`src/rtl/sync_fifo_param.sv`:
```
// sync_fifo_param: single-clock FIFO with programmable almost-full and
// almost-empty thresholds, a fill-level output, sticky overflow/underflow
// flags and a build-time choice between registered and first-word-fall-through
// read paths.
//
// state      | meaning
// -----------+----------------------------------------------------------
// level == 0 | empty: rd_empty=1, reads are refused and flag underflow
// 0<level<D  | partial: reads and writes both accepted
// level == D | full: wr_full=1, writes are dropped and flag overflow
//
// The occupancy counter is the only control state; every status flag is a
// registered decode of the next-state level, so all flags move together with
// level on the same edge.
module sync_fifo_param #(
  parameter int DATA_WIDTH       = 16,
  parameter int DEPTH_WIDTH      = 5,
  parameter int ALMOST_FULL_NUM  = 28,
  parameter int ALMOST_EMPTY_NUM = 4,
  parameter bit FWFT             = 1'b0
) (
  input  logic                   clk,
  input  logic                   rst,
  input  logic                   wr_en,
  input  logic [DATA_WIDTH-1:0]  wr_data,
  output logic                   wr_full,
  output logic                   almost_full,
  input  logic                   rd_en,
  output logic [DATA_WIDTH-1:0]  rd_data,
  output logic                   rd_valid,
  output logic                   rd_empty,
  output logic                   almost_empty,
  output logic [DEPTH_WIDTH:0]   level,
  output logic                   overflow,
  output logic                   underflow,
  input  logic                   clr_err
);

  localparam int DEPTH = 2 ** DEPTH_WIDTH;
  localparam logic [DEPTH_WIDTH:0] LVL_FULL = (DEPTH_WIDTH + 1)'(DEPTH);
  localparam logic [DEPTH_WIDTH:0] LVL_AF   = (DEPTH_WIDTH + 1)'(ALMOST_FULL_NUM);
  localparam logic [DEPTH_WIDTH:0] LVL_AE   = (DEPTH_WIDTH + 1)'(ALMOST_EMPTY_NUM);

  logic [DATA_WIDTH-1:0]  mem [DEPTH];
  logic [DEPTH_WIDTH-1:0] wr_ptr;
  logic [DEPTH_WIDTH-1:0] rd_ptr;
  logic [DEPTH_WIDTH:0]   level_next;
  logic                   wr_accept;
  logic                   rd_accept;

  // Accepts are qualified by the registered flags, so a write while full is
  // dropped even when a read frees a slot in the same cycle (and vice versa).
  assign wr_accept = wr_en & ~wr_full;
  assign rd_accept = rd_en & ~rd_empty;

  // Next occupancy: +1 write only, -1 read only, hold otherwise.
  always_comb begin
    level_next = level;
    case ({wr_accept, rd_accept})
      2'b10:   level_next = level + 1'b1;
      2'b01:   level_next = level - 1'b1;
      default: level_next = level;
    endcase
  end

  // Storage array; deliberately not reset so it can map onto RAM primitives.
  always_ff @(posedge clk) begin
    if (wr_accept) begin
      mem[wr_ptr] <= wr_data;
    end
  end

  // Pointers wrap naturally because DEPTH is a power of two.
  always_ff @(posedge clk or posedge rst) begin
    if (rst) begin
      wr_ptr <= '0;
      rd_ptr <= '0;
    end else begin
      if (wr_accept) wr_ptr <= wr_ptr + 1'b1;
      if (rd_accept) rd_ptr <= rd_ptr + 1'b1;
    end
  end

  // Level and registered status flags decoded from the next-state level.
  always_ff @(posedge clk or posedge rst) begin
    if (rst) begin
      level        <= '0;
      wr_full      <= 1'b0;
      almost_full  <= 1'b0;
      rd_empty     <= 1'b1;
      almost_empty <= 1'b1;
    end else begin
      level        <= level_next;
      wr_full      <= (level_next == LVL_FULL);
      almost_full  <= (level_next >= LVL_AF);
      rd_empty     <= (level_next == '0);
      almost_empty <= (level_next <= LVL_AE);
    end
  end

  // Sticky error flags; a new error in the clearing cycle takes priority.
  always_ff @(posedge clk or posedge rst) begin
    if (rst) begin
      overflow  <= 1'b0;
      underflow <= 1'b0;
    end else begin
      overflow  <= (wr_en & wr_full)  | (overflow  & ~clr_err);
      underflow <= (rd_en & rd_empty) | (underflow & ~clr_err);
    end
  end

  generate
    if (FWFT == 1'b0) begin : g_std_read
      // Registered read: word appears the cycle after an accepted rd_en and
      // rd_data holds between reads.
      always_ff @(posedge clk or posedge rst) begin
        if (rst) begin
          rd_data  <= '0;
          rd_valid <= 1'b0;
        end else begin
          rd_valid <= rd_accept;
          if (rd_accept) begin
            rd_data <= mem[rd_ptr];
          end
        end
      end
    end else begin : g_fwft_read
      // Head word is always presented; forced to zero while empty so the
      // output is defined out of reset even though the array is not.
      assign rd_data  = rd_empty ? '0 : mem[rd_ptr];
      assign rd_valid = ~rd_empty;
    end
  endgenerate

  // Structural sanity on the occupancy counter.
  a_level_range : assert property (@(posedge clk) disable iff (rst)
    level <= LVL_FULL);
  a_full_empty_excl : assert property (@(posedge clk) disable iff (rst)
    !(wr_full && rd_empty));

endmodule
```
`config.mk`:
```
export PLATFORM = sky130hd
export DESIGN_NAME = sync_fifo_param
export DESIGN_NICKNAME = d
export VERILOG_FILES = /design/src/rtl/sync_fifo_param.sv
export SDC_FILE = /design/constraint.sdc
export NUM_CORES = 1
export LEC_CHECK = 0
export CELL_PAD_IN_SITES_DETAIL_PLACEMENT = 1
export CELL_PAD_IN_SITES_GLOBAL_PLACEMENT = 2
export CORE_ASPECT_RATIO = 0.6
export CORE_MARGIN = 2
export CORE_UTILIZATION = 25
export CTS_CLUSTER_SIZE = 12
export DETAILED_ROUTE_END_ITERATION = 8
export PLACE_DENSITY = 0.54
export RECOVER_POWER = 100
export SYNTH_ARGS = -nofsm -noshare
export SYNTH_HDL_FRONTEND = slang
export SYNTH_SLANG_ARGS = --single-unit
```
`constraint.sdc`:
```
create_clock -name clk -period 3.2 [get_ports clk]
set_clock_uncertainty 0.05 [all_clocks]
set_input_delay 0.64 -clock clk [delete_from_list [all_inputs] [get_ports clk]]
set_output_delay 0.64 -clock clk [all_outputs]
set_load 0.01 [all_outputs]
```
==> metrics.cfg <==
[setup_path]
required_ps = 3620
endpoint_kind = flip-flop
r2r_slack_ps = 240
startpoint = rd_ptr[1]$_DFFE_PP0N_
crit_family = buffers and inverters
critPathSlowestCell = dfrtp_2
crit_cells = 8
r2r-start = rd_ptr[1]$_DFFE_PP0N_
critical-path-max-stage-delay_ps = 670
crit_type = reg -> reg
r2r_cells = 8
cp_num_buf_inv = 3
start_kind = flip-flop
crit_end = rd_data[2]$_DFFE_PP0N_
arrival_ps = 3380
cp_max_fo = 41
cp_cell_sequence = buf_12 > buf_4 > mux2_2 > o22ai_1 > nor3_1 > nor3_1 > buf_4 > a2111oi_0
reg2reg_to = rd_data[2]$_DFFE_PP0N_

[layout]
multi_input_area_sq_um = 4740
syn_to_final_growth_pct = 18.2
drive_above_1_share_pct = 20.5
fillCellCount = 8769
fin_nets = 1258
register_area_sq_um = 16400
final_util_pct = 29.8
fin_cells = 2424

[clocking]
cts_inserted_buffers = 54
cts_root_buffer = clkbuf_16
clock_latency_ps = 610
cts_setup_buffers = 0
clk_pin_slew_ps = 60
cts_tree = yes
clock_path_buffers = 3
cts_sinks = 551
ctsHoldBuffers = 0
htreeDepth = 2
cts_resized = 0

[floorplan]
start_util_pct = 25.2
design.die.area_sq_um = 88400
num_rows = 83
core_area_sq_um = 85400
boundaryPins = 50
die_x_um = 383
die_h_um = 231

[synth]
synthTopCellsByCount = edfxtp_1, mux4_2, nor2_1
synthTopCellsByArea = edfxtp_1, mux4_2, dfrtp_1
syn_inst = 1078
syn_area_sq_um = 21500
yosysUniqueCellTypes = 48
synth_seq_cells = 551
yosysMostFrequentCell = edfxtp_1
yosysWarnings = 0
ys_seq_area_share_pct = 76.1
synth_top_area_share_pct = 71.5
async_flop_share_pct = 7.08
syn-mean-instance-area_sq_um = 19.9
synth_top_flop_cell = edfxtp_1
synth_edf_count = 512
synth_fp_nets = 1107
yosysTopAreaCell = edfxtp_1

[timing]
maxSlewViolCount = 530
hold_viol = 0
period_share_pct = 92.4
fmax_mhz = 338
tightest_slew_ps = 2010
timing.final.crit_period_ps = 2960
slew_headroom_pct = -34.2
setup_viol = 0
rsz0062_at_grt = no

[drt]
drc_errors = 0
routed_wl_um = 59400
route.vias.total = 10931
ant_nets = 0
drt_iter0_markers = 1069
vias_per_cell = 4.51
first_pass_iters = 5
detail_route.wl_per_cell_um = 24.5

[worst_hold_path]
min_path_type = reg -> reg

[power_and_ir_drop]
vdd_drop_max_mv = 0.410
power_density_nw_per_um2 = 855
p_leak_nw = 8.03

[grt]
track_usage_pct = 13.5
antenna_found_initial = 4
grt_pass1_wl_um = 85600
gr-total-overflow = 0
grt_max_degree = 42
grt_pass1_vias = 11435

[job]
max_cap_viol_count = 16

[place]
portBuffers = 49
dp.cells = 2320
dp_hpwl_um = 37600
gp_congestion = 0.756

[outcome]
violations = capacitance limit, slew limit
outcome = finished with violations

==> logic make-up after synthesis <==
| group | count (synthesis) | synth area share (%) |
|---|---|---|
| DFF | 551 | 76.1 |
| muxes | 187 | 14.4 |
| and+or+nand+nor | 162 | 3.64 |
| AOI/OAI and AO/OA | 89 | 2.96 |
| buffers and inverters | 69 | 1.87 |
| xor gates and xnor gates | 12 | 0.524 |
| adders and majority gates | 8 | 0.466 |
==> tightest hold or removal path, delay by kind of cell, from the launching register on <==
kind,cells,cell delay (ps)
DFF,1,380
buffers and inverters,1,50
AOI/OAI and AO/OA,1,60
==> registers in the layout, summed over array words and instances, names as in the netlist <==
register and cells:
underflow 1, almost_full 1, rd_valid 1, almost_empty 1, overflow 1, rd_empty 1, level 6, wr_full 1
mem 512, rd_ptr 5, rd_data 16, wr_ptr 5
==> where the power goes <==
| part | internal (mW) | total [mW] | leakage, nW | switching (mW) |
|---|---|---|---|---|
| logic | 2.73 | 6.47 | 2.17 | 3.73 |
| clock network | 3.44 | 6.19 | 0.793 | 2.75 |
| registers | 8.53 | 9.06 | 5.06 | 0.528 |
| total | 14.7 | 21.7 | 8.03 | 7.01 |
==> per-layer routing <==
metal  track usage (%)  wire length, um  vias up
li1                  -                -     4716
met1              22.0            31500     5903
met2              18.0            23700      245
met3              2.61             3280       67
met4              2.61              811        0
met5                 0                0        -
==> how the worst min path moves through the flow <==
stage | slack [ps] | to | cells after the start | start
floorplan | 440 | rd_ptr[4]$_DFFE_PP0N_ | 1 | rd_ptr[4]$_DFFE_PP0N_
global placement | 460 | underflow$_DFF_PP0_ | 2 | underflow$_DFF_PP0_
detailed placement | 480 | underflow$_DFF_PP0_ | 2 | underflow$_DFF_PP0_
CTS | 380 | rd_ptr[1]$_DFFE_PP0N_ | 2 | rst
global route | 540 | rd_data[4]$_DFFE_PP0N_ | 2 | rd_data[4]$_DFFE_PP0N_
finish | 480 | underflow$_DFF_PP0_ | 2 | underflow$_DFF_PP0_
==> metrics by stage <==
step	setup WS [ps]	power [mW]	TNS [ps]	cell area [sq um]	hold WS (ps)
4_1_cts	322	22.2	0	25700	379
3_3_place_gp	16.8	15.9	0	24000	464
3_5_place_dp	-109	15.9	-153	24000	480
6_report	242	21.7	0	25400	477
5_1_grt	106	22.8	0	25400	537
2_1_floorplan	56.3	13.0	0	21500	442
==> cell type report <==
type,count,area share [%]
inverter,10,0.148
multi-input combinational,458,18.7
tap,1147,5.65
antenna,2,0.0197
clock buffer,95,6.09
clock inverter,7,0.433
timing repair buffer,154,4.59
sequential,551,64.4
==> cell usage in the layout (no fill, tap or decap), types with 7 or more instances in the layout <==
cell	instances
a2111oi_0	16
a2111oi_1	8
a211oi_1	8
buf_12	8
buf_4	31
clkbuf_1	81
clkbuf_16	55
clkbuf_2	22
dfrtp_1	33
dlygate4sd3_1	48
edfxtp_1	512
ha_1	8
inv_1	9
mux2_2	24
mux2i_1	65
mux4_2	96
nand2_1	14
nand2b_1	7
nor2_1	62
nor2b_1	14
nor3_1	33
o21ai_0	14
o22ai_1	33
xnor2_1	7
Note: power is estimated with default switching activity, not from simulation.
